`config.mk`:
```
export PLATFORM = sky130hd
export DESIGN_NAME = uart_tx_fifo
export DESIGN_NICKNAME = d
export VERILOG_FILES = /design/src/rtl/uart_pkg.sv /design/src/rtl/sync_fifo.sv /design/src/rtl/uart_tx_fifo.sv
export SDC_FILE = /design/constraint.sdc
export NUM_CORES = 1
export LEC_CHECK = 0
export ABC_AREA = 1
export CAP_MARGIN = 20
export CORE_ASPECT_RATIO = 0.5
export CORE_MARGIN = 3
export CORE_UTILIZATION = 57
export CTS_CLUSTER_SIZE = 25
export DETAILED_ROUTE_END_ITERATION = 7
export PLACE_DENSITY = 0.77
export SYNTH_ARGS = -nofsm -noshare
export SYNTH_HDL_FRONTEND = slang
export SYNTH_SLANG_ARGS = --single-unit
export TNS_END_PERCENT = 50
```
`constraint.sdc`:
```
create_clock -name clk -period 3 [get_ports clk]
set_input_delay 0.6 -clock clk [delete_from_list [all_inputs] [get_ports clk]]
set_output_delay 0.6 -clock clk [all_outputs]
set_load 0.01 [all_outputs]
```
`src/rtl/uart_pkg.sv`:
```
// Shared definitions for the FIFO-fed UART transmitter.
// Contents: transmitter FSM state encoding, parity mode codes, and a
// helper that turns the XOR of the data bits into the framed parity bit.
package uart_pkg;

   typedef enum logic [2:0] {
      IDLE  = 3'd0,
      START = 3'd1,
      DATA  = 3'd2,
      PAR   = 3'd3,
      STOP  = 3'd4
   } uart_state_t;

   localparam int unsigned PAR_NONE = 0;
   localparam int unsigned PAR_EVEN = 1;
   localparam int unsigned PAR_ODD  = 2;

   // Even mode sends the XOR of the data bits; odd mode sends its inverse.
   function automatic logic parity_of(input logic xor_bit, input int unsigned mode);
      return (mode == PAR_ODD) ? ~xor_bit : xor_bit;
   endfunction

endpackage

```
`src/rtl/sync_fifo.sv`:
```
// Single-clock FIFO holding the words waiting to be transmitted.
// Ports:
//   clk, rst  - clock, synchronous active-high reset (pointers and count cleared)
//   push      - enqueue wdata; ignored while full
//   pop       - dequeue the head word; ignored while empty
//   wdata     - word to enqueue
//   rdata     - head word, valid combinationally while not empty
//   count     - registered number of stored words
//   full      - registered, count == DEPTH
//   empty     - registered, count == 0
module sync_fifo #(
   parameter int unsigned WIDTH = 8,
   parameter int unsigned DEPTH = 4
) (
   input  logic                   clk,
   input  logic                   rst,
   input  logic                   push,
   input  logic                   pop,
   input  logic [WIDTH-1:0]       wdata,
   output logic [WIDTH-1:0]       rdata,
   output logic [$clog2(DEPTH):0] count,
   output logic                   full,
   output logic                   empty
);

   localparam int unsigned PTR_W = $clog2(DEPTH);
   localparam int unsigned CNT_W = PTR_W + 1;

   logic [WIDTH-1:0] mem [DEPTH];
   logic [PTR_W-1:0] wr_ptr;
   logic [PTR_W-1:0] rd_ptr;
   logic             do_push;
   logic             do_pop;
   logic [CNT_W-1:0] count_nxt;

   assign do_push = push && !full;
   assign do_pop  = pop && !empty;
   assign rdata   = mem[rd_ptr];

   // Occupancy after this cycle; a simultaneous push and pop cancel out.
   always_comb begin
      count_nxt = count;
      if (do_push && !do_pop) begin
         count_nxt = count + CNT_W'(1);
      end else if (do_pop && !do_push) begin
         count_nxt = count - CNT_W'(1);
      end
   end

   // Pointers and flags; DEPTH is a power of two so pointers wrap naturally.
   always_ff @(posedge clk) begin
      if (rst) begin
         wr_ptr <= '0;
         rd_ptr <= '0;
         count  <= '0;
         full   <= 1'b0;
         empty  <= 1'b1;
      end else begin
         if (do_push) begin
            wr_ptr <= wr_ptr + PTR_W'(1);
         end
         if (do_pop) begin
            rd_ptr <= rd_ptr + PTR_W'(1);
         end
         count <= count_nxt;
         full  <= (count_nxt == CNT_W'(DEPTH));
         empty <= (count_nxt == '0);
      end
   end

   // Storage is not reset; stale entries are unreachable once pointers clear.
   always_ff @(posedge clk) begin
      if (do_push) begin
         mem[wr_ptr] <= wdata;
      end
   end

endmodule

```
`src/rtl/uart_tx_fifo.sv`:
```
// FIFO-fed UART transmitter with configurable frame format.
// Words written on to_send/we are queued and sent LSB first as
// start, DATA_W data bits, optional parity, STOP_BITS stop bits,
// each bit lasting CLKS_PER_BIT clocks. Queued frames follow each
// other with no idle gap.
// Ports:
//   clk, rst  - clock, synchronous active-high reset (aborts any frame)
//   to_send   - word to enqueue, sampled only on an accepted write
//   we        - write strobe; dropped while full
//   full      - FIFO full (registered)
//   count     - words held in the FIFO (registered)
//   overflow  - one-cycle pulse the cycle after a dropped write
//   busy      - a frame is on the line
//   tx        - serial output, idles high
module uart_tx_fifo #(
   parameter int unsigned CLKS_PER_BIT = 16,
   parameter int unsigned DATA_W       = 8,
   parameter int unsigned FIFO_DEPTH   = 4,
   parameter int unsigned PARITY       = 0,
   parameter int unsigned STOP_BITS    = 1
) (
   input  logic                        clk,
   input  logic                        rst,
   input  logic [DATA_W-1:0]           to_send,
   input  logic                        we,
   output logic                        full,
   output logic [$clog2(FIFO_DEPTH):0] count,
   output logic                        overflow,
   output logic                        busy,
   output logic                        tx
);

   import uart_pkg::*;

   localparam int unsigned CNT_W = $clog2(CLKS_PER_BIT);
   localparam int unsigned IDX_W = $clog2(DATA_W);

   localparam logic [CNT_W-1:0] CNT_LAST  = CNT_W'(CLKS_PER_BIT - 1);
   localparam logic [IDX_W-1:0] DATA_LAST = IDX_W'(DATA_W - 1);
   localparam logic [IDX_W-1:0] STOP_LAST = IDX_W'(STOP_BITS - 1);

   uart_state_t       state;
   logic [CNT_W-1:0]  bit_cnt;
   logic [IDX_W-1:0]  bit_idx;
   logic [DATA_W-1:0] shift;
   logic              par_bit;

   logic [DATA_W-1:0] fifo_rdata;
   logic              fifo_empty;
   logic              fifo_full;
   logic              push;
   logic              pop;
   logic              bit_end;
   logic              frame_end;

   assign full = fifo_full;
   assign push = we && !fifo_full;

   // Pop from IDLE, or on the last stop-bit cycle so the next start bit
   // follows immediately.
   assign bit_end   = (bit_cnt == CNT_LAST);
   assign frame_end = (state == STOP) && bit_end && (bit_idx == STOP_LAST);
   assign pop       = !fifo_empty && ((state == IDLE) || frame_end);

   sync_fifo #(
      .WIDTH (DATA_W),
      .DEPTH (FIFO_DEPTH)
   ) u_fifo (
      .clk   (clk),
      .rst   (rst),
      .push  (push),
      .pop   (pop),
      .wdata (to_send),
      .rdata (fifo_rdata),
      .count (count),
      .full  (fifo_full),
      .empty (fifo_empty)
   );

   // Frame sequencer; tx and busy are registered alongside the state.
   always_ff @(posedge clk) begin
      if (rst) begin
         state   <= IDLE;
         bit_cnt <= '0;
         bit_idx <= '0;
         shift   <= '0;
         par_bit <= 1'b0;
         tx      <= 1'b1;
         busy    <= 1'b0;
      end else if (pop) begin
         shift   <= fifo_rdata;
         par_bit <= parity_of(^fifo_rdata, PARITY);
         bit_cnt <= '0;
         bit_idx <= '0;
         tx      <= 1'b0;
         busy    <= 1'b1;
         state   <= START;
      end else begin
         case (state)
            IDLE: begin
               tx   <= 1'b1;
               busy <= 1'b0;
            end

            START: begin
               if (bit_end) begin
                  bit_cnt <= '0;
                  bit_idx <= '0;
                  tx      <= shift[0];
                  shift   <= {1'b0, shift[DATA_W-1:1]};
                  state   <= DATA;
               end else begin
                  bit_cnt <= bit_cnt + CNT_W'(1);
               end
            end

            DATA: begin
               if (bit_end) begin
                  bit_cnt <= '0;
                  if (bit_idx == DATA_LAST) begin
                     bit_idx <= '0;
                     if (PARITY != PAR_NONE) begin
                        tx    <= par_bit;
                        state <= PAR;
                     end else begin
                        tx    <= 1'b1;
                        state <= STOP;
                     end
                  end else begin
                     bit_idx <= bit_idx + IDX_W'(1);
                     tx      <= shift[0];
                     shift   <= {1'b0, shift[DATA_W-1:1]};
                  end
               end else begin
                  bit_cnt <= bit_cnt + CNT_W'(1);
               end
            end

            PAR: begin
               if (bit_end) begin
                  bit_cnt <= '0;
                  bit_idx <= '0;
                  tx      <= 1'b1;
                  state   <= STOP;
               end else begin
                  bit_cnt <= bit_cnt + CNT_W'(1);
               end
            end

            STOP: begin
               tx <= 1'b1;
               if (bit_end) begin
                  bit_cnt <= '0;
                  if (bit_idx == STOP_LAST) begin
                     // Queue empty at frame end (a non-empty queue took the pop path).
                     bit_idx <= '0;
                     busy    <= 1'b0;
                     state   <= IDLE;
                  end else begin
                     bit_idx <= bit_idx + IDX_W'(1);
                  end
               end else begin
                  bit_cnt <= bit_cnt + CNT_W'(1);
               end
            end

            default: begin
               tx    <= 1'b1;
               busy  <= 1'b0;
               state <= IDLE;
            end
         endcase
      end
   end

   // Flag writes dropped because the FIFO was full at the start of the cycle.
   always_ff @(posedge clk) begin
      if (rst) begin
         overflow <= 1'b0;
      end else begin
         overflow <= we && fifo_full;
      end
   end

endmodule

```
==> summary.md <==
| Metric | Value |
|---|---|
| Final-report hold violation count | `0` |
| Final Setup Violations | `0` |
| CP top delay family | `simple AND/OR/NAND/NOR gates` |
| Clk buf depth | `2` |
| Post-CTS setup buffer count | `0` |
| Vias per std cell | `~5.2` |
| CP required | `2980 ps` |
| Root Buffer | `clkbuf_8` |
| Row cnt | `17` |
| Core area | `approximately 0.0046 mm²` |
| Status | `completed` |
| Most used DFF post-synth | `edfxtp_1` |
| WP data arrival | `approximately 1900 ps` |
| Routed met1 length | `roughly 2.5 mm` |
| EDFF count, synth | `32` |
| Critical path fanouts, max | `11` |
| Inst Count DP | `~380` |
| Total Routing Usage GR | `0.192` |
| P per Cell Area | `906 mW/mm²` |
| Cells along the critical path | `clkdlybuf4s50_1 -> nand2_1 -> nor2_1` |
| Critical Path Source Type | `primary input` |
| Ant. Diodes | `0` |
| HPWL after detailed placement | `3.70 mm` |
| Met3 Routed Length | `between 200 and 250 µm` |
| Fill cell count | `~360` |
| Share of cells above drive strength 1 | `0.102` |
| Yosys cell types | `33` |
| Slowest CP cell | `nor2_1` |
| Die height | `between 50 and 60 µm` |
| Max incr delay on CP | `between 500 and 600 ps` |
| HP Class | `reg -> reg` |
| Fin crit share | `0.642` |
| H-tree depth | `3` |
| IO Pins | `18` |
| Asr flop ratio synth | `0` |
| Pin count of the biggest net entering global routing | `19` |
| Vias in the first global route | `approximately 1900` |
| Setup_tns | `0 ps` |
| Static leakage | `1.24 nW` |
| Num CTS Buffers | `9` |
| Max VDD drop | `a little over 0.4 mV` |
| DIE AREA | `~0.0058 mm²` |
| CP Class | `in -> reg` |
| Maxcap violations | `0` |
| YS warnings | `0` |
| Seq cells post-synth | `64` |
| First-pass GRT wire length | `between 8 and 9 mm` |
| Initial Util | `0.613` |
| Slew Viols, Final | `0` |
| Final min period | `between 1500 and 2000 ps` |
| Non-filler instance count after layout | `390` |
| Routed wl met2 | `around 2.4 mm` |
| Drt pass-1 iters | `5` |
| CTS resizes | `0` |
| CTS tree | `built` |
| Final WL | `between 5 and 6 mm` |
| GPL Wtd Cong | `~0.8` |
| Synth Instances | `roughly 300` |
| Count of input and output buffers | `17` |
| Drt wl/cell | `~13 µm` |
| Syn nets | `320` |
| Die width | `about 110 µm` |
| Highest metal used | `met4` |
| Final ANT Viol Nets | `0` |
| Clock slew at reported path FFs | `~70 ps` |
| Final Net Count | `341` |
| Slew headroom | `0.562` |
| Grt total ovfl | `0` |
| Via count | `a little over 2000` |
| Sinks on Clock Net | `64` |
| Synthesized area | `0.00280 mm²` |
| WP buf/inv | `1` |
| Sequential share of the synthesized area | `0.571` |
| DRC Markers | `0` |
| Initial antenna violation count | `0` |
| DRT iter0 DRCs | `140` |
| Crit end category | `flip-flop` |
| Worst Tran Pin Value | `654 ps` |
| Hold_buf cts | `0` |
| Layout area overhead | `13.9%` |
| Syn avg cell area | `around 9.4 µm²` |
| Clock latency on the worst-skew pair | `between 300 and 400 ps` |
| Unrepaired setup endpoints after global routing | `false` |
| Skew final | `approximately 3.7 ps` |
| Fmax | `just over 0.5 GHz` |
registers in the layout, summed over array words and instances, names as in the netlist, named ones only:
| name | cells |
|---|---|
| u_fifo.count | 3 |
| u_fifo.full | 1 |
| tx | 1 |
| u_fifo.mem | 32 |
| bit_idx | 3 |
| u_fifo.empty | 1 |
| busy | 1 |
| overflow | 1 |
| u_fifo.wr_ptr | 2 |
| u_fifo.rd_ptr | 2 |
| state | 3 |
| bit_cnt | 4 |
| shift | 8 |
logic make-up (layout without fill, tap and decap cells):
| kind of cell | count (synthesis) | count (layout) | share of synthesized area |
|---|---|---|---|
| xor gates and xnor gates | 3 | 3 | 0.00938 |
| AOI/OAI and AO/OA | 54 | 54 | 0.108 |
| muxes | 5 | 5 | 0.0179 |
| and+or+nand+nor | 125 | 125 | 0.196 |
| DFF | 64 | 64 | 0.571 |
| buffers and inverters | 38 | 63 | 0.0531 |
| adders and majority gates | 10 | 10 | 0.0446 |
through the flow:
step	total power [W]	setup WS [ps]	utilization	area (µm²)	hold slack (ps)
after CTS	0.00290	1060	0.698	3190	462
after floorplan	0.00202	1450	-	2800	433
after detailed placement	0.00227	727	0.661	3020	452
after global routing	0.00312	974	0.698	3190	480
after global placement	0.00223	777	0.661	3020	446
final	0.00289	1070	0.698	3190	465
worst paths after layout:
check	slack, ps	from	cells after the start	to
setup / recovery	1070	we	3	u_fifo.mem[2][4]
hold / removal	470	u_fifo.full	2	overflow
setup reg to reg	1230	bit_cnt[0]	11	u_fifo.empty
hold reg to reg	470	u_fifo.full	2	overflow
placed cells by master, fill, tap and decap left out, drive strengths merged, types with 2 or more instances in the layout:
cell type	netlist	final
clkinvlp	0	5
o21ai	27	27
mux2i	5	5
a21oi	17	17
clkdlybuf4s50	0	17
xnor2	2	2
dfxtp	32	32
or2	3	3
nand2	59	59
ha	10	10
clkbuf	2	9
o22ai	5	5
nor2	48	48
nand4	3	3
edfxtp	32	32
nand3	8	8
inv	31	32
worst register-to-register path: stages, from the launching register on:
cell,delay [ps]
dfxtp_1,390
ha_1,200
nand3_2,160
o21bai_4,200
nand2_4,160
nand2_4,120
nand2_1,50
nand2_1,80
nand2_1,70
nor2_2,150
nand2_1,60
nand2_1,50
per-layer routing:
| metal | track usage | vias to the layer above |
|---|---|---|
| li1 | - | 1036 |
| met1 | 0.248 | 938 |
| met2 | 0.300 | 34 |
| met3 | 0.0660 | 7 |
| met4 | 0.0729 | 0 |
| met5 | 0 | - |
power breakdown:
| group | internal [W] | switching [W] | total (W) |
|---|---|---|---|
| Sequential | 0.00109 | 0.000141 | 0.00123 |
| Clock | 0.000296 | 0.000333 | 0.000629 |
| Combinational | 0.000394 | 0.000636 | 0.00103 |
cells in the mapped netlist (3+ instances only):
cell type,count,area share
nand2_1,55,0.074
nor2_1,44,0.059
dfxtp_1,32,0.23
edfxtp_1,32,0.34
o21ai_0,27,0.048
inv_1,25,0.033
a21oi_1,17,0.030
ha_1,10,0.045
nand3_1,7,0.012
inv_2,6,0.0080
buf_2,5,0.0089
mux2i_1,5,0.018
o22ai_1,5,0.011
nand4_1,3,0.0067
area by class of cell:
cell class	count	area, µm²	share of cell area
tap	66	82.6	0.0259
timing repair buffer	17	170	0.0533
sequential	64	1600	0.502
inverter	31	116	0.0364
clock inverter	6	46.3	0.0145
multi-input combinational	197	1050	0.330
clock buffer	9	124	0.0388
No activity file was read; power rests on OpenSTA's default activity.
